File: src/rtl/pattern_pkg.sv
`default_nettype none
// ============================================================================
// Module   : pattern_pkg
// Purpose  : Shared types and helpers for the pattern counter array:
//            step-mode encoding, delta decode, per-channel state type.
// Revision : 1.0 - initial release
// ============================================================================
package pattern_pkg;

  // Step-mode field as presented on the configuration port
  typedef enum logic [1:0] {
    XM_ZERO  = 2'b00,
    XM_ONE   = 2'b01,
    XM_FOUR  = 2'b10,
    XM_EIGHT = 2'b11
  } xmode_e;

  // Per-channel sequencer state
  typedef enum logic {
    CH_IDLE = 1'b0,
    CH_RUN  = 1'b1
  } ch_state_e;

  // Largest decoded step is 8, so four bits hold every delta
  localparam int c_DELTA_W = 4;

  // Map the step mode onto the per-beat increment
  function automatic logic [c_DELTA_W-1:0] delta_decode(input xmode_e xm);
    logic [c_DELTA_W-1:0] d;
    d = '0;
    unique case (xm)
      XM_ZERO:  d = 4'd0;
      XM_ONE:   d = 4'd1;
      XM_FOUR:  d = 4'd4;
      XM_EIGHT: d = 4'd8;
      default:  d = 4'd0;
    endcase
    return d;
  endfunction

endpackage
`default_nettype wire

File: src/rtl/pattern_rr_arb.sv
`default_nettype none
// ============================================================================
// Module   : pattern_rr_arb
// Purpose  : Round-robin arbiter. Grants the first requester at or after the
//            pointer; the pointer moves one past the winner on each grant.
// Revision : 1.0 - initial release
// ============================================================================
module pattern_rr_arb #(
  parameter int CH = 4
) (
  input  logic                  clk,
  input  logic                  rst_n,
  input  logic [CH-1:0]         i_req,
  input  logic                  i_en,
  output logic [CH-1:0]         o_gnt,
  output logic [$clog2(CH)-1:0] o_gnt_idx,
  output logic                  o_gnt_vld
);

  localparam int c_IDX_W = $clog2(CH);

  logic [c_IDX_W-1:0] r_ptr;

  // Rotating priority search starting at the pointer
  always_comb begin
    int  w_idx;
    logic w_found;
    w_idx     = 0;
    w_found   = 1'b0;
    o_gnt     = '0;
    o_gnt_idx = '0;
    o_gnt_vld = 1'b0;
    for (int i = 0; i < CH; i++) begin
      w_idx = int'(r_ptr) + i;
      if (w_idx >= CH) w_idx = w_idx - CH;
      if (i_en && !w_found && i_req[c_IDX_W'(w_idx)]) begin
        w_found                 = 1'b1;
        o_gnt[c_IDX_W'(w_idx)]  = 1'b1;
        o_gnt_idx               = c_IDX_W'(w_idx);
        o_gnt_vld               = 1'b1;
      end
    end
  end

  // Pointer moves to the channel after the winner
  always_ff @(posedge clk or negedge rst_n) begin
    if (!rst_n) begin
      r_ptr <= '0;
    end else if (o_gnt_vld) begin
      r_ptr <= (o_gnt_idx == c_IDX_W'(CH - 1)) ? '0 : o_gnt_idx + 1'b1;
    end
  end

endmodule
`default_nettype wire

File: src/rtl/pattern_counter_array.sv
`default_nettype none
// ============================================================================
// Module   : pattern_counter_array
// Purpose  : CH independent arithmetic-sequence generators sharing one
//            registered valid/ready output through a round-robin arbiter.
//            Optional macro PATTERN_SAT_EN: saturating arithmetic plus a
//            sticky out_sat flag.
// Revision : 1.0 - initial release
// ============================================================================
module pattern_counter_array
  import pattern_pkg::*;
#(
  parameter int WIDTH = 12,
  parameter int CH    = 4,
  parameter int LEN_W = 8
) (
  input  logic                  clk,
  input  logic                  rst_n,
  input  logic                  cfg_valid,
  output logic                  cfg_ready,
  input  logic [$clog2(CH)-1:0] cfg_ch,
  input  logic [WIDTH-1:0]      cfg_base,
  input  logic [1:0]            cfg_xmode,
  input  logic [LEN_W-1:0]      cfg_len,
  input  logic                  abort,
  output logic                  out_valid,
  input  logic                  out_ready,
  output logic [WIDTH-1:0]      out_val,
  output logic [$clog2(CH)-1:0] out_ch,
  output logic                  out_last,
`ifdef PATTERN_SAT_EN
  output logic                  out_sat,
`endif
  output logic [CH-1:0]         busy
);

  localparam int c_IDX_W = $clog2(CH);

  logic [CH-1:0]      w_busy;
  logic [CH-1:0]      w_gnt;
  logic [c_IDX_W-1:0] w_gnt_idx;
  logic               w_gnt_vld;
  logic [WIDTH-1:0]   w_nxt_val [CH];
  logic [CH-1:0]      w_is_last;
  logic               w_cfg_acc;
  logic               w_load_ok;
`ifdef PATTERN_SAT_EN
  logic [CH-1:0]      w_sat_evt;
  logic               r_out_sat;
`endif

  logic               r_out_valid;
  logic [WIDTH-1:0]   r_out_val;
  logic [c_IDX_W-1:0] r_out_ch;
  logic               r_out_last;

  // Output register can take a new beat when empty or being drained
  assign w_load_ok = !r_out_valid || out_ready;
  // Abort blocks any simultaneous configuration
  assign cfg_ready = !abort && !w_busy[cfg_ch];
  assign w_cfg_acc = cfg_valid && cfg_ready;

  pattern_rr_arb #(.CH(CH)) u_arb (
    .clk       (clk),
    .rst_n     (rst_n),
    .i_req     (w_busy),
    .i_en      (w_load_ok && !abort),
    .o_gnt     (w_gnt),
    .o_gnt_idx (w_gnt_idx),
    .o_gnt_vld (w_gnt_vld)
  );

  for (genvar g = 0; g < CH; g++) begin : g_ch
    ch_state_e            r_state;
    ch_state_e            w_state_nxt;
    logic [WIDTH-1:0]     r_acc;
    logic [c_DELTA_W-1:0] r_delta;
    logic [LEN_W-1:0]     r_rem;
    logic                 w_sel;

    assign w_sel        = w_cfg_acc && (cfg_ch == c_IDX_W'(g));
    assign w_busy[g]    = (r_state == CH_RUN);
    assign w_is_last[g] = (r_rem == '0);

`ifdef PATTERN_SAT_EN
    logic [WIDTH:0] w_sum;
    assign w_sum        = {1'b0, r_acc} + (WIDTH + 1)'(r_delta);
    assign w_sat_evt[g] = w_sum[WIDTH];
    assign w_nxt_val[g] = w_sum[WIDTH] ? '1 : w_sum[WIDTH-1:0];
`else
    assign w_nxt_val[g] = r_acc + WIDTH'(r_delta);
`endif

    // Next state: start on accept, stop after last grant, abort overrides
    always_comb begin
      w_state_nxt = r_state;
      unique case (r_state)
        CH_IDLE: if (w_sel) w_state_nxt = CH_RUN;
        CH_RUN:  if (w_gnt[g] && w_is_last[g]) w_state_nxt = CH_IDLE;
        default: w_state_nxt = CH_IDLE;
      endcase
      if (abort) w_state_nxt = CH_IDLE;
    end

    // Channel state register
    always_ff @(posedge clk or negedge rst_n) begin
      if (!rst_n) r_state <= CH_IDLE;
      else        r_state <= w_state_nxt;
    end

    // Sequence datapath: load on accept, advance on each grant
    always_ff @(posedge clk or negedge rst_n) begin
      if (!rst_n) begin
        r_acc   <= '0;
        r_delta <= '0;
        r_rem   <= '0;
      end else if (w_sel) begin
        r_acc   <= cfg_base;
        r_delta <= delta_decode(xmode_e'(cfg_xmode));
        r_rem   <= cfg_len;
      end else if (w_gnt[g]) begin
        r_acc   <= w_nxt_val[g];
        r_rem   <= r_rem - LEN_W'(1);
      end
    end
  end

  // Shared output register; contents hold while stalled
  always_ff @(posedge clk or negedge rst_n) begin
    if (!rst_n) begin
      r_out_valid <= 1'b0;
      r_out_val   <= '0;
      r_out_ch    <= '0;
      r_out_last  <= 1'b0;
`ifdef PATTERN_SAT_EN
      r_out_sat   <= 1'b0;
`endif
    end else if (abort) begin
      r_out_valid <= 1'b0;
`ifdef PATTERN_SAT_EN
      r_out_sat   <= 1'b0;
`endif
    end else if (w_gnt_vld) begin
      r_out_valid <= 1'b1;
      r_out_val   <= w_nxt_val[w_gnt_idx];
      r_out_ch    <= w_gnt_idx;
      r_out_last  <= w_is_last[w_gnt_idx];
`ifdef PATTERN_SAT_EN
      r_out_sat   <= r_out_sat | w_sat_evt[w_gnt_idx];
`endif
    end else if (out_ready) begin
      r_out_valid <= 1'b0;
    end
  end

  assign out_valid = r_out_valid;
  assign out_val   = r_out_val;
  assign out_ch    = r_out_ch;
  assign out_last  = r_out_last;
  assign busy      = w_busy;
`ifdef PATTERN_SAT_EN
  assign out_sat   = r_out_sat;
`endif

endmodule
`default_nettype wire

File: config.mk
export PLATFORM = sky130hd
export DESIGN_NAME = pattern_counter_array
export DESIGN_NICKNAME = d
export VERILOG_FILES = /design/src/rtl/pattern_pkg.sv /design/src/rtl/pattern_rr_arb.sv /design/src/rtl/pattern_counter_array.sv
export SDC_FILE = /design/constraint.sdc
export NUM_CORES = 1
export LEC_CHECK = 0
export BUFFER_PORTS_ARGS = -buffer_cell sky130_fd_sc_hd__buf_2
export CAP_MARGIN = 20
export CORE_UTILIZATION = 45
export CTS_BUF_LIST = sky130_fd_sc_hd__clkbuf_4
export CTS_CLUSTER_SIZE = 16
export DETAILED_ROUTE_END_ITERATION = 10
export PLACE_DENSITY = 0.71
export SYNTH_ARGS = -nofsm -noshare
export SYNTH_HDL_FRONTEND = slang
export SYNTH_SLANG_ARGS = --single-unit
File: constraint.sdc
create_clock -name clk -period 3.2 [get_ports clk]
set_clock_uncertainty 0.05 [all_clocks]
set_input_delay 0.16 -clock clk [delete_from_list [all_inputs] [get_ports clk]]
set_output_delay 0.16 -clock clk [all_outputs]
set_load 0.02 [all_outputs]
==> flow_metrics.tcl <==
set metrics [dict create \
    status "completed" \
    post_route_cells_drive_above_1_share_pct 15.6 \
    synth_compound_area_share_pct 18.2 \
    pin_count 50 \
    ctsRootBufferMaster "clkbuf_4" \
    fmax_mhz 335 \
    pwr-share-comb_pct 42.1 \
    instances_no_fill 1162 \
    synth_seq_cells 114 \
    io_buffers 49 \
    critPathArrivalTime_ns 3.38 \
    leakage_nw 3.60 \
    dr.pass1.iters 5 \
    synth-seq-area-share_pct 37.3 \
    worst_pin_slew_ns 0.914 \
    antenna_found_initial 3 \
    clock_latency_ns 0.54 \
    grt_overflow_total 0 \
    startpoint_type "flop" \
    power.density_nw_per_um2 673 \
    switching_share_pct 41.7 \
    synth_top_family_by_area "compound AO/OA/AOI/OAI gates" \
    yosys-top-cells-area "dfrtp_1 37%, xor2_1 7.1%, nand2_1 6.0%, ha_1 5.2%, o21ai_0 4.2%" \
    antenna_left 0 \
    syn_inst 863 \
    synth-simple-area-share_pct 18.1 \
    ys_warn_count 0 \
    synthesis.nets 924 \
    layout.nets 990 \
    yosysMostFrequentCell "nand2_1" \
    min_period_over_period_pct 93.2 \
    areaGrowthSynthToFinish_pct 13.9 \
    power.internal_w 0.00342 \
    wl_per_cell_um 17.1 \
    synth_top_area_cell "dfrtp_1" \
    remaining_drc_errors 0 \
    setup_viol 0 \
    path_max_fanout 10 \
    setup_tns_ns 0 \
    post-cts-setup-buffers 0 \
    fill_cells 1504 \
    synth.area.mux_share_pct 5.34 \
    dpl_cell_area_um2 8170 \
    hold_path.class "in -> reg" \
    drt-total-wl_mm 19.9 \
    yosys.area_share.adder_pct 5.23 \
    cts_tree "done" \
    avgViaCountPerCell 5.59 \
    rows 47 \
    relSlewSlack_pct 38.7 \
    rsz0062_at_grt "no" \
    num_vias 6495 \
    cts_buffers 17 \
    synth_area_um2 7660 \
    drt_iter0_markers 470 \
    synth-edff-count 0 \
    syn_area_per_cell_um2 8.87 \
    gp_congestion 0.911 \
    max_cap_violations 0 \
    finalHoldViolCount 0 \
    synth_top_cell_area_share_pct 37.3 \
    fin_crit_ns 2.98 \
    synth_xor_area_share_pct 11.3 \
    groute.usage.overall_pct 23.6 \
    endpoint_kind "flop" \
    synth.distinct_cells 71 \
    clockBufferDepth 2 \
    async_reset_ff_share_pct 100 \
    dp.cells 1103 \
    worstSetupPathType "reg -> reg" \
    seq_power_share_pct 40.0 \
    start_util_pct 46.2 \
    clkPwrFrac_pct 17.9 \
    drv_slew 0 \
    cts.clk_slew.worst_paths_ns 0.12 \
    grt_pass1_vias 6029 \
    cp.required_ns 3.60 \
    hold_ws_ns 0.0548 \
    fp.dieH_um 132 \
    clock-sinks 114 \
    ctsHtreeMaxLevel 4 \
    final_area_um2 8720 \
    grt_pass1_wl_mm 32.1 \
    die-area_um2 17500 \
    chipWidth_um 132 \
    grt_max_degree 67 \
    synth_ff_type "dfrtp_1" \
    core_area_um2 16600 \
    switchingPower_w 0.00245 \
    ir_worst_vdd_uv 217 \
    synth_common_cells "123 x nand2_1, 114 x dfrtp_1, 65 x nor2_1, 65 x o21ai_0, 62 x xor2_1" \
    dpl.hpwl_mm 14.8 \
]
==> stage by stage <==
stage          total power [W]  setup slack (ns)  util [%]
2_1_floorplan          0.00407            0.0389         -
3_5_place_dp           0.00479             0.196      49.3
4_1_cts                0.00588             0.169      52.6
6_report               0.00587             0.218      52.6
3_3_place_gp           0.00471             0.255      49.3
5_1_grt                0.00629            0.0134      52.6
==> sequential cells by signal (all words and copies together), names as in the netlist <==
signal / count
g_ch.r_acc: 48
g_ch.r_rem: 32
u_arb.r_ptr: 2
out_ch: 2
g_ch.r_state: 4
out_val: 12
out_last: 1
g_ch.r_delta: 12
out_valid: 1
==> routing by layer <==
layer | vias to the layer above | part of all wire (%) | GRT usage, %
li1 | 3162 | - | -
met1 | 3121 | 46 | 33.5
met2 | 174 | 45 | 36.2
met3 | 34 | 6.5 | 4.90
met4 | 4 | 1.7 | 6.90
met5 | - | 0.12 | 0
==> logic make-up after synthesis <==
logic type / after synthesis
mux: 36
compound gates: 214
buf+inv: 73
fa+ha+maj: 32
flops: 114
xor+xnor: 99
simple gates: 295
==> critical path, stage by stage (launching register included) <==
cell and delay (ns):
dfrtp_1 0.38, inv_2 0.10, ha_1 0.35, buf_4 0.18, inv_1 0.12, a2111oi_4 0.51, a22oi_2 0.13, a21oi_4 0.35
nor2_2 0.16, or3_1 0.37, a31oi_1 0.19
==> power groups by stage <==
stage          Combinational [W]  Sequential [W]  Clock [W]
2_1_floorplan            0.00169         0.00238          0
3_3_place_gp             0.00236         0.00235          0
3_5_place_dp             0.00243         0.00236          0
4_1_cts                  0.00247         0.00234    0.00107
5_1_grt                  0.00275         0.00242    0.00113
6_report                 0.00247         0.00235    0.00105
==> final timing paths <==
path                       cells after the start           endpoint  slack (ns)           start
setup / recovery                              10  g_ch[2].r_acc[10]        0.22  u_arb.r_ptr[0]
hold / removal                                 4   g_ch[2].r_rem[7]        0.05       cfg_ch[0]
setup reg to reg                              10  g_ch[2].r_acc[10]        0.22  u_arb.r_ptr[0]
hold reg to reg                                1          out_ch[1]        0.45       out_ch[1]
max in group asynchronous                      3   g_ch[2].r_rem[3]        2.16           rst_n
min in group asynchronous                      2   g_ch[2].r_acc[2]        0.13           rst_n
==> cell usage in the layout, fill, tap and decap left out, types with 24 or more instances in the layout <==
cell,netlist,layout
ha_1,32,32
buf_4,4,26
dfrtp_1,114,114
o21ai_0,65,65
nand2_1,123,123
buf_2,18,48
dlygate4sd3_1,0,27
o21ai_1,34,34
xnor2_1,37,37
xor2_1,62,62
mux2i_1,24,24
nor2_1,65,65
a21oi_1,37,36
==> layout make-up <==
class | count | area [um^2] | share of cell area [%]
well taps | 220 | 275 | 3.16
inverters | 16 | 60.1 | 0.689
repair buffers | 104 | 766 | 8.78
multi-input cells | 676 | 4490 | 51.5
flip-flops and latches | 114 | 2850 | 32.7
diodes | 1 | 2.50 | 0.0287
clock buffers | 17 | 128 | 1.46
clock inverters | 14 | 143 | 1.64
==> timing repair <==
action,in CTS,in global routing
endpoints found under the setup margin,0,4
hold endpoints to repair,145,0
hold buffers,27,0
resized for setup,0,1
(Power assumes the default switching activity.)
